### src/rtl/if_fetch_unit.sv
// Instruction-fetch stage: owns the fetch PC and feeds {if_pc, if_instr} to IF/ID.
// Latency: imem ack at edge n -> if_* valid after edge n; zero-wait memory sustains 1 instr/cycle.
// Backpressure: stall holds the output register; one fetch landing during a stall parks in a skid entry and drops imem_req.
//
// Ports:
//   clk, rst_n              clock (rising edge), asynchronous active-low reset
//   stall, flush            IF/ID hold / squash controls; flush overrides stall
//   redirect_pc             restart address, sampled when flush=1
//   imem_req, imem_addr     single-outstanding fetch request, stable until imem_ack
//   imem_ack, imem_rdata    memory accept + returned instruction
//   if_pc, if_instr         presented instruction (if_instr=NOP_INSTR when invalid)
//   if_valid                if_pc/if_instr hold a real fetched instruction
module if_fetch_unit #(
  parameter logic [15:0] RESET_PC  = 16'h0000,
  parameter logic [15:0] NOP_INSTR = 16'hE000
) (
  input  logic        clk,
  input  logic        rst_n,
  input  logic        stall,
  input  logic        flush,
  input  logic [15:0] redirect_pc,
  output logic        imem_req,
  output logic [15:0] imem_addr,
  input  logic        imem_ack,
  input  logic [15:0] imem_rdata,
  output logic [15:0] if_pc,
  output logic [15:0] if_instr,
  output logic        if_valid
);

  typedef enum logic [1:0] {
    S_FETCH = 2'd0,  // request outstanding (or about to be raised after reset)
    S_FULL  = 2'd1,  // output and skid both occupied, request parked
    S_DROP  = 2'd2   // waiting out a squashed request whose data is discarded
  } state_t;

  state_t      state;
  logic [15:0] fetch_pc;
  logic [15:0] skid_pc;
  logic [15:0] skid_instr;

  // A memory ack only counts while a request is actually on the bus.
  logic fetch_done;
  logic consume;
  logic [15:0] fetch_pc_inc;

  assign fetch_done   = imem_req && imem_ack;
  assign consume      = if_valid && !stall;
  assign fetch_pc_inc = fetch_pc + 16'd1;

  always_ff @(posedge clk or negedge rst_n) begin
    if (!rst_n) begin
      state      <= S_FETCH;
      fetch_pc   <= RESET_PC;
      imem_req   <= 1'b0;
      imem_addr  <= RESET_PC;
      if_pc      <= 16'h0000;
      if_instr   <= NOP_INSTR;
      if_valid   <= 1'b0;
      skid_pc    <= 16'h0000;
      skid_instr <= NOP_INSTR;
    end else if (flush) begin
      // Squash everything held locally and restart at the redirect target.
      fetch_pc <= redirect_pc;
      if_valid <= 1'b0;
      if_instr <= NOP_INSTR;
      if (imem_req && !imem_ack) begin
        // The old request is still open: keep req/addr frozen until memory
        // acks it, then throw the data away.
        state <= S_DROP;
      end else begin
        // Either nothing was outstanding or it completed this edge (its data
        // is discarded and does not advance the PC).
        state     <= S_FETCH;
        imem_req  <= 1'b1;
        imem_addr <= redirect_pc;
      end
    end else begin
      case (state)
        S_FETCH: begin
          imem_req <= 1'b1;
          if (fetch_done) begin
            fetch_pc  <= fetch_pc_inc;
            imem_addr <= fetch_pc_inc;
            if (!if_valid || consume) begin
              if_pc    <= imem_addr;
              if_instr <= imem_rdata;
              if_valid <= 1'b1;
            end else begin
              // Output is held by stall: park the word and stop requesting
              // until the output drains.
              skid_pc    <= imem_addr;
              skid_instr <= imem_rdata;
              imem_req   <= 1'b0;
              state      <= S_FULL;
            end
          end else if (consume) begin
            if_valid <= 1'b0;
            if_instr <= NOP_INSTR;
          end
        end

        S_FULL: begin
          if (consume) begin
            if_pc    <= skid_pc;
            if_instr <= skid_instr;
            if_valid <= 1'b1;
            imem_req <= 1'b1;
            state    <= S_FETCH;
          end
        end

        S_DROP: begin
          // fetch_pc already holds the redirect target; imem_addr still shows
          // the squashed address until the ack releases it.
          if (imem_ack) begin
            imem_addr <= fetch_pc;
            state     <= S_FETCH;
          end
        end

        default: begin
          state    <= S_FETCH;
          imem_req <= 1'b0;
        end
      endcase
    end
  end

endmodule

### config.mk
export PLATFORM = sky130hd
export DESIGN_NAME = if_fetch_unit
export DESIGN_NICKNAME = d
export VERILOG_FILES = /design/src/rtl/if_fetch_unit.sv
export SDC_FILE = /design/constraint.sdc
export NUM_CORES = 1
export LEC_CHECK = 0
export CAP_MARGIN = 20
export CORE_ASPECT_RATIO = 1.25
export CORE_MARGIN = 5
export CORE_UTILIZATION = 25
export DETAILED_ROUTE_END_ITERATION = 10
export SLEW_MARGIN = 20
export SYNTH_ARGS = -nofsm -noshare
export SYNTH_HDL_FRONTEND = slang
export SYNTH_SLANG_ARGS = --single-unit
export TNS_END_PERCENT = 5
### constraint.sdc
create_clock -name clk -period 2.4 [get_ports clk]
set_input_delay 0.48 -clock clk [delete_from_list [all_inputs] [get_ports clk]]
set_output_delay 0.48 -clock clk [all_outputs]
set_load 0.1 [all_outputs]
==> qor.csv <==
stage,metric,value,unit
run_status,status,completed,
logic_synthesis,most used flip-flop cell after synthesis,dfrtp_1,
logic_synthesis,Ys Warns,0,
clock_network,CTS Hold Buffers Added,0,
power,Lkg Pwr,2.64,nW
route,starting DRC count in detailed routing,235,
critical_path,crit-path max cell delay,640,ps
logic_synthesis,"FFs w/ async S/R, synth",1.00,
floorplanning,Die Ht,166,um
sta,Fmax,502,MHz
power,Peak VDD IR,0.353,mV
power,Clock power frac,0.246,
clock_network,clk sinks,100,
power,pwr/cell area,962,mW/mm2
clock_network,CTS Buf Count,9,
critical_path,worst reg2reg setup slack,410,ps
route,vias per cell,4.83,
grt,global-route wire length before repair,20500,um
clock_network,postcts setup bufs,0,
route,router iterations before antenna repair,4,
critical_path,CP Max Fanout,10,
clock_network,clock buffer depth,2,
route,wire length per cell,16.5,um
clock_network,root buffer cell,clkbuf_16,
critical_path,Worst Path Arrival,2270,ps
power,sw frac,0.413,
floorplanning,Core Region,0.0193,mm2
clock_network,CTS HTree Levels,3,
route,post-route ant nets,0,
critical_path,crit path to,imem_addr[15],
logic_synthesis,Syn Nets,476,
logic_synthesis,number of synthesized flops with an enable pin,0,
logic_synthesis,sequential area share after synthesis,0.519,
logic_synthesis,synthesized cell area,0.00484,mm2
power,sw power,2.49,mW
sta,count of endpoints failing setup in the final report,0,
final_layout,share of layout cells above drive strength 1,0.258,
critical_path,reg-to-reg critical path endpoint,imem_addr[15],
sta,worst rel slew slack,0.531,
flow_run,maxcap violations,0,
power,sequential power share,0.391,
placement,Post-DP HPWL,9460,um
final_layout,# nets final,565,
grt,initial antenna violation count,0,
final_layout,area added between synthesis and finish,29.4,%
logic_synthesis,Synth Instances,438,
floorplanning,Row Count,57,
floorplanning,die span in x,134,um
sta,fin crit share,0.830,
power,Gate power share,0.364,
floorplanning,die area,0.0223,mm2
sta,Tmin final,1990,ps
floorplanning,initial core utilization,0.251,
sta,setup_tns,0,ps
route,drt drc,0,
critical_path,CP Launch Type,flip-flop,
grt,global route overflow,0,
sta,Pins Over Slew Limit,0,
sta,Hold Fails Final Rpt,0,
floorplanning,Ports,87,
sta,Worst-Margin Slew,702,ps
clock_network,CTS tree,done,
final_layout,Final Util,0.325,
clock_network,clock latency on the worst-skew pair,340,ps
critical_path,Crit-path slowest cell,or4_4,
critical_path,Reg2Reg Depth,4,
grt,GRT Total Usage,0.116,
hold_path,worst hold-check path type,primary input to asynchronous set/reset pin,
power,internal power,3.54,mW
route,vias post-DR,3713,
final_layout,Diodes inserted,0,
placement,PortBufs,86,
logic_synthesis,"FF+latch count, synth",100,
clock_network,clock slew at reported path FFs,70,ps
clock_network,Resize count post-CTS,0,
placement,placer congestion estimate,0.871,
critical_path,Critical Path End Type,flip-flop,
critical_path,crit path cell chain,nand3_2 -> or4_4 -> or4_1 -> nand3_1,
logic_synthesis,Synth cell types,54,
sta,RSZ-0062 raised after global routing,no,
critical_path,startpoint of the worst register-to-register path,fetch_pc[2],
critical_path,Critical Path RT,2680,ps
sta,Final Skew,7.86,ps
critical_path,critical path class,flip-flop to flip-flop,
grt,vias in the first global route,3786,
critical_path,Worst Setup SP,fetch_pc[2],
grt,largest net degree at the start of global routing,61,
power,"Power, Total",6.03,mW
route,"wirelength, routed",12600,um
logic_synthesis,Syn Area/Cell,11.0,um2
==> state kept, by name (all words and copies together), names as in the netlist <==
name,cells
fetch_pc,16
if_instr,16
if_pc,16
if_valid,1
imem_addr,16
imem_req,1
skid_instr,16
skid_pc,16
state,2
==> cell usage after synthesis, types with 6 or more instances <==
master / count / area [um2]
inv_1: 11 / 41.3
clkbuf_1: 15 / 56.3
mux2_2: 34 / 383
buf_2: 11 / 55.1
a21oi_1: 14 / 70.1
o2bb2ai_1: 13 / 114
nand2_1: 38 / 143
nor3_1: 8 / 40.0
dfrtp_1: 94 / 2350
nand2b_1: 8 / 50.1
nor2_1: 14 / 52.6
or4_1: 6 / 45.0
nand3_1: 11 / 55.1
mux2i_1: 37 / 370
dfstp_2: 6 / 158
xnor2_1: 10 / 87.6
o21ai_0: 23 / 115
a31oi_1: 6 / 37.5
==> routing by layer <==
| layer | part of all wire | global-route usage |
|---|---|---|
| met1 | 0.44 | 0.144 |
| met2 | 0.51 | 0.204 |
| met3 | 0.036 | 0.0218 |
| met4 | 0.012 | 0.0370 |
| met5 | 0 | 0 |
==> worst min path at each step <==
stage,cells past startpoint,to,start
6_report,1,skid_pc[5],rst_n
5_1_grt,1,skid_pc[5],rst_n
4_1_cts,1,skid_pc[5],rst_n
3_5_place_dp,1,skid_pc[5],rst_n
3_3_place_gp,1,if_pc[12],rst_n
2_1_floorplan,0,fetch_pc[0],rst_n
==> area by class of cell <==
cell class	count	area, um2
fill	1979	13000
clock inverter	5	60.1
clock buffer	11	243
inverter	12	45.0
sequential	100	2510
timing repair buffer	109	943
tap	236	295
multi-input combinational	295	2160
==> per-stage QoR <==
stage	instances	setup WS [ps]	hold slack (ps)	area, um2
after floorplan	438	262	184	4840
after global placement	752	86.8	384	5960
after detailed placement	752	29.4	389	5960
after CTS	768	397	15.0	6260
after global routing	768	263	22.7	6260
final	768	407	16.9	6260
==> critical path, delay by kind of cell (launching register included) <==
family        cells  cell delay [ps]
simple gates      4             1450
flops             1              480
==> power groups by stage <==
stage	combinational (mW)	clock, mW	sequential, mW
3_3_place_gp	2.18	0	2.37
4_1_cts	2.22	1.54	2.35
2_1_floorplan	0.582	0	3.41
6_report	2.19	1.48	2.35
3_5_place_dp	2.21	0	2.39
5_1_grt	2.31	1.61	2.41
==> layout by cell type, fill, tap and decap left out, types with 3 or more instances in the layout <==
cell type	count
a21o_1	4
or3_1	3
mux2i_1	37
a221oi_1	3
nand3_1	11
xnor2_1	10
buf_4	71
o211ai_1	4
nor2_1	14
nand2b_1	8
inv_1	11
clkbuf_16	9
a22oi_1	3
nor3_1	8
buf_12	3
a31oi_1	6
o21ai_0	23
nor4_1	3
nand4_1	5
mux2_2	34
o31ai_1	5
clkdlybuf4s50_1	35
and3_1	3
dfrtp_1	93
a21oi_1	14
xor2_1	4
and4_1	4
or4_1	6
o2bb2ai_1	13
a21boi_0	5
nand2_1	38
dfstp_2	6
==> cells by family after synthesis <==
group                      after synthesis  synth area share
DFF                                    100             0.519
AOI/OAI and AO/OA                       92             0.128
xor gates and xnor gates                14            0.0253
and+or+nand+nor                        115             0.126
muxes                                   73             0.160
buffers and inverters                   43            0.0385
adders and majority gates                1           0.00258
Note: power is estimated with default switching activity, not from simulation.
